==> config.mk <==
export PLATFORM = sky130hd
export DESIGN_NAME = control_pipe
export DESIGN_NICKNAME = d
export VERILOG_FILES = /design/src/rtl/control_pipe.sv
export SDC_FILE = /design/constraint.sdc
export NUM_CORES = 1
export LEC_CHECK = 0
export BUFFER_PORTS_ARGS = -buffer_cell sky130_fd_sc_hd__buf_2
export CORE_MARGIN = 10
export CORE_UTILIZATION = 50
export DETAILED_ROUTE_END_ITERATION = 10
export PLACE_DENSITY = 0.8
export SLEW_MARGIN = 20
export SYNTH_ARGS = -nofsm -noshare
export SYNTH_HDL_FRONTEND = slang
export SYNTH_SLANG_ARGS = --single-unit
==> constraint.sdc <==
create_clock -name clk -period 2.05 [get_ports clk]
set_input_delay 0.205 -clock clk [delete_from_list [all_inputs] [get_ports clk]]
set_output_delay 0.205 -clock clk [all_outputs]
set_load 0.005 [all_outputs]
==> src/rtl/control_pipe.sv <==
// ID->EX control pipeline register: opcode decode, load-use interlock, flush,
// and a counter-timed EX occupancy for FP divide and square root.
module control_pipe #(
  parameter int unsigned DIV_LAT  = 8,
  parameter int unsigned SQRT_LAT = 12
) (
  input  logic        clk,
  input  logic        rst,
  input  logic        valid_id,
  input  logic [6:0]  opcode_id,
  input  logic [6:0]  funct7_id,
  input  logic [4:0]  rd_id,
  input  logic [4:0]  rs1_id,
  input  logic [4:0]  rs2_id,
  input  logic        flush,
  output logic [10:0] ctrl_ex,
  output logic        valid_ex,
  output logic [4:0]  rd_ex,
  output logic        stall_id,
  output logic        fpu_busy,
  output logic        fpu_done
);

  localparam logic [6:0] OP_FP    = 7'b1010011;
  localparam logic [6:0] F7_DIV   = 7'b0001100;
  localparam logic [6:0] F7_SQRT  = 7'b0101100;
  localparam logic [7:0] DIV_CNT  = 8'(DIV_LAT - 1);
  localparam logic [7:0] SQRT_CNT = 8'(SQRT_LAT - 1);

  typedef enum logic {IDLE, BUSY} state_t;

  state_t      state, state_nxt;
  logic [7:0]  count, count_nxt;
  logic [10:0] word;
  logic        is_div, is_sqrt;
  logic        ex_int_dst, ex_fp_dst, rs1_hit, rs2_hit, hazard;
  logic        hold, bubble;

  // NOTE: every always_comb output gets a default first so no path leaves it
  // unassigned; a missing default infers a latch.
  always_comb begin
    word = '0;
    if (valid_id) begin
      unique case (opcode_id)
        7'b0010011: word = 11'h488;
        7'b0110011: word = 11'h088;
        7'b0000011: word = 11'h6C0;
        7'b0100011: word = 11'h420;
        7'b1100011: word = 11'h018;
        7'b0000111: word = 11'h740;
        7'b0100111: word = 11'h421;
        7'b1100111: word = 11'h098;
        7'b1101111: word = 11'h098;
        OP_FP: begin
          unique case (funct7_id)
            7'b0011000: word = 11'h08E;
            7'b0011100: word = 11'h10C;
            default:    word = 11'h10F;
          endcase
        end
        default:    word = '0;
      endcase
    end
  end

  assign is_div  = valid_id && (opcode_id == OP_FP) && (funct7_id == F7_DIV);
  assign is_sqrt = valid_id && (opcode_id == OP_FP) && (funct7_id == F7_SQRT);

  // x0 is hard-wired zero and never forwards a hazard; f0 is a real register.
  assign ex_int_dst = (ctrl_ex[8:7] == 2'b01) && (rd_ex != 5'd0);
  assign ex_fp_dst  = (ctrl_ex[8:7] == 2'b10);
  assign rs1_hit    = (rd_ex == rs1_id) && (word[1] ? ex_fp_dst : ex_int_dst);
  assign rs2_hit    = (rd_ex == rs2_id) && (word[0] ? ex_fp_dst : ex_int_dst);
  assign hazard     = (state == IDLE) && valid_id && valid_ex && ctrl_ex[6]
                      && (rs1_hit || rs2_hit);

  always_comb begin
    state_nxt = state;
    count_nxt = count;
    hold      = 1'b0;
    bubble    = 1'b0;
    unique case (state)
      IDLE: bubble = flush || hazard;
      BUSY: begin
        if (count != 8'd0) begin
          hold      = 1'b1;
          count_nxt = count - 8'd1;
        end
      end
      default: ;
    endcase
    if (!hold) begin
      if (!bubble && is_div) begin
        state_nxt = BUSY;
        count_nxt = DIV_CNT;
      end else if (!bubble && is_sqrt) begin
        state_nxt = BUSY;
        count_nxt = SQRT_CNT;
      end else begin
        state_nxt = IDLE;
        count_nxt = 8'd0;
      end
    end
  end

  assign fpu_busy = (state == BUSY);
  assign fpu_done = (state == BUSY) && (count == 8'd0);
  assign stall_id = !rst && ((state == BUSY) ? (count != 8'd0) : (hazard && !flush));

  // NOTE: sequential state uses non-blocking assignments so every register
  // samples pre-edge values regardless of statement order.
  always_ff @(posedge clk or posedge rst) begin
    if (rst) begin
      state    <= IDLE;
      count    <= 8'd0;
      ctrl_ex  <= '0;
      valid_ex <= 1'b0;
      rd_ex    <= '0;
    end else begin
      state <= state_nxt;
      count <= count_nxt;
      if (!hold) begin
        ctrl_ex  <= bubble ? 11'h000 : word;
        valid_ex <= !bubble && valid_id;
        rd_ex    <= (bubble || !valid_id) ? 5'd0 : rd_id;
      end
    end
  end

endmodule
==> reports/results.ini <==
[global_route]
grt_pass1_wl_um=7310
grt_usage_pct=14.8
grt_max_degree=26
grt_pass1_vias=1558
antenna_found_initial=0
grt_overflow_total=0

[setup_path]
worstPathRequired_ps=1850
critPathMaxFanout=3
arrival_ps=1910
crit_slowest_cell=dfrtp_1
cp-start-kind=flop
cp-end-kind=primary output
slowest_delay_ps=430
path_class=flop to primary output
crit_chain=buf_6 > xor2_1 > nor2_1 > nand3_1 > mux2_4 > nand2_2 > a32o_2 > buf_2

[run_status]
violations=negative setup slack
status=finished, violations left

[sta]
layout_min_cycle_time_ps=2120
setup-tns-final_ps=-68.4
rsz0062_at_grt=yes
report.final.slew_viol_count=0
setup_slack_ps=-68.4
finalSetupViolations=1
worst_slew_pin_slew_ps=456
fmax_ghz=0.472
hold_viol=0
hold_ws_ps=74.2
fin_crit_sh_pct=103
relSlewSlack_pct=69.4
skew_ps=3.43

[synth]
syn_area_mm2=0.00159
synth_top_family_by_area=simple AND/OR/NAND/NOR gates
synth-seq-cells=25
synth_compound_area_share_pct=16.5
synthAdderAreaFrac_pct=1.57
syn_nets=215
synthSimpleGateAreaFrac_pct=28.0
synth-seq-area-share_pct=39.2
synth_top_area_cell=dfrtp_1
synthMuxAreaShare_pct=1.65
synth_top_cells_by_area=dfrtp_1, nand2_1, xor2_1, o21ai_2, nor2_1
synth_top_cell_area_share_pct=39.2
avgSynthCellArea_um2=8.86
yosys_warnings=0
synth-xor-area-share_pct=8.79
synth_cells=180
ys_types=44

[detailed_routing]
drc=0
wl_um=4340
ant_nets=0
viasPerCell=5.23
vias=1521
wl_per_cell_um=14.9
dr.pass1.iters=4
first_iter_violations=79

[cts]
cts_made_buffers=3
cts_tree=done
cts_buffer_depth=2
path_clk_slew_ps=150
htreeDepth=1
cts-root-buf=clkbuf_4
cts_sinks=25
clkLatencyLatePin_ps=330

[pwr]
powerDensity_mw_per_mm2=437
leakagePower_uw=0.00105
ir_worst_vdd_uv=234

[floorplanning]
dieArea_mm2=0.00585
pin_count=53
start_util_pct=52.2
coreArea_mm2=0.00305
die_h_um=76.5
num_rows=20
die_x_um=76.5

[final_layout]
syn_to_final_growth_pct=31.3
nets=283
antennaDiodeCount=0
drive_above_1_share_pct=40.1

[place]
dpl.hpwl_um=3440
io_buffers=52
gp_congestion=0.890

[worst_hold_path]
hold_path.class=input port to flop

[run]
drv_cap=0

[flip-flops by register name, indices dropped and copies added (netlist names)]
signal,flops
valid_ex,1
rd_ex,5
fpu_busy,1
count,8
ctrl_ex,10
[cells in the mapped netlist, drive strengths merged]
cell / count
nor3: 6
o31ai: 1
nand3b: 1
nand4: 1
nor3b: 1
o22a: 1
nand3: 11
xor2: 14
and3: 1
clkbuf: 3
mux2: 2
nor2: 19
or2: 1
xnor2: 2
nor4: 2
nor4b: 1
a32oi: 1
dfrtp: 25
o22ai: 2
ha: 2
and2b: 1
a32o: 1
a21oi: 3
a31oi: 2
a211oi: 1
o41ai: 2
buf: 3
o2bb2ai: 1
nand4bb: 1
and4bb: 1
nor2b: 2
a221oi: 1
nand2: 37
inv: 7
nand2b: 2
o21ai: 17
o21a: 1
[per-layer routing]
layer / track usage (%) / up-vias / share of wire, %
li1: - / 756 / -
met1: 18.1 / 718 / 45
met2: 23.9 / 45 / 49
met3: 4.01 / 2 / 5.8
met4: 6.13 / 0 / 0.44
met5: 0 / - / 0
[layout by cell type (no fill, tap or decap), types with 3 or more instances in the layout]
master and instances:
buf_2 52, nand2_1 36, dfrtp_1 24, nor2_1 18, xor2_1 14, buf_4 14
nand3_1 11, o21ai_1 8, o21ai_2 8, inv_1 7, nor3_2 3, nor3_1 3
clkbuf_4 3
[through the flow]
stage / cell area (um^2) / instances / setup WS, ps / utilization (%) / total power (uW)
3_5_place_dp: 1960 / 281 / 74.2 / 64.3 / 670
3_3_place_gp: 1960 / 281 / 104 / 64.3 / 668
5_1_grt: 2090 / 291 / -180 / 68.6 / 949
2_1_floorplan: 1590 / 180 / 261 / - / 595
6_report: 2090 / 291 / -68.4 / 68.6 / 914
4_1_cts: 2080 / 290 / -53.9 / 68.0 / 916
[cells by family (layout without fill, tap and decap cells)]
family,after synthesis,in the layout
xor+xnor,16,16
simple gates,88,88
compound gates,34,34
fa+ha+maj,2,2
flops,25,25
buf+inv,13,80
mux,2,2
[final cells by class]
| type | count | area, um^2 |
|---|---|---|
| tap | 44 | 55.1 |
| sequential | 25 | 627 |
| multi-input combinational | 142 | 948 |
| timing repair buffer | 69 | 407 |
| clock inverter | 1 | 7.51 |
| inverter | 7 | 26.3 |
| clock buffer | 3 | 22.5 |
| fill | 283 | 960 |
[path summary, 6_finish.rpt]
| check | slack [ps] | end | startpoint | cells past startpoint |
|---|---|---|---|---|
| worst max-delay path | -70 | stall_id | rd_ex[0] | 8 |
| worst min-delay path | 70 | count[2] | funct7_id[5] | 2 |
| worst max register to register | 120 | count[0] | rd_ex[3] | 8 |
| worst min register to register | 500 | ctrl_ex[3] | ctrl_ex[3] | 2 |
| max in group asynchronous | 1300 | rd_ex[1] | rst | 4 |
| min in group asynchronous | 500 | ctrl_ex[1] | rst | 4 |
[power breakdown]
group          internal, uW  leakage, uW  total [uW]  switching, uW
combinational          76.5     0.000697         164           87.1
sequential              501     0.000342         510           8.85
clock                  74.9    0.0000139         241            166
[critical path: cells and delay by family (launching register included)]
| family | cells | cell delay, ps |
|---|---|---|
| buffers and inverters | 2 | 240 |
| and+or+nand+nor | 3 | 320 |
| xor gates and xnor gates | 1 | 130 |
| AOI/OAI and AO/OA | 1 | 160 |
| muxes | 1 | 290 |
| DFF | 1 | 430 |
[timing repair]
item,CTS,global route
pin swaps,10,9
gates resized for setup,9,3
endpoints found under the hold margin,25,0
buffers inserted,4,1
cloned,0,0
hold buffers,1,0
endpoints found under the setup margin,1,1
Power figures use the tool's default switching activity.
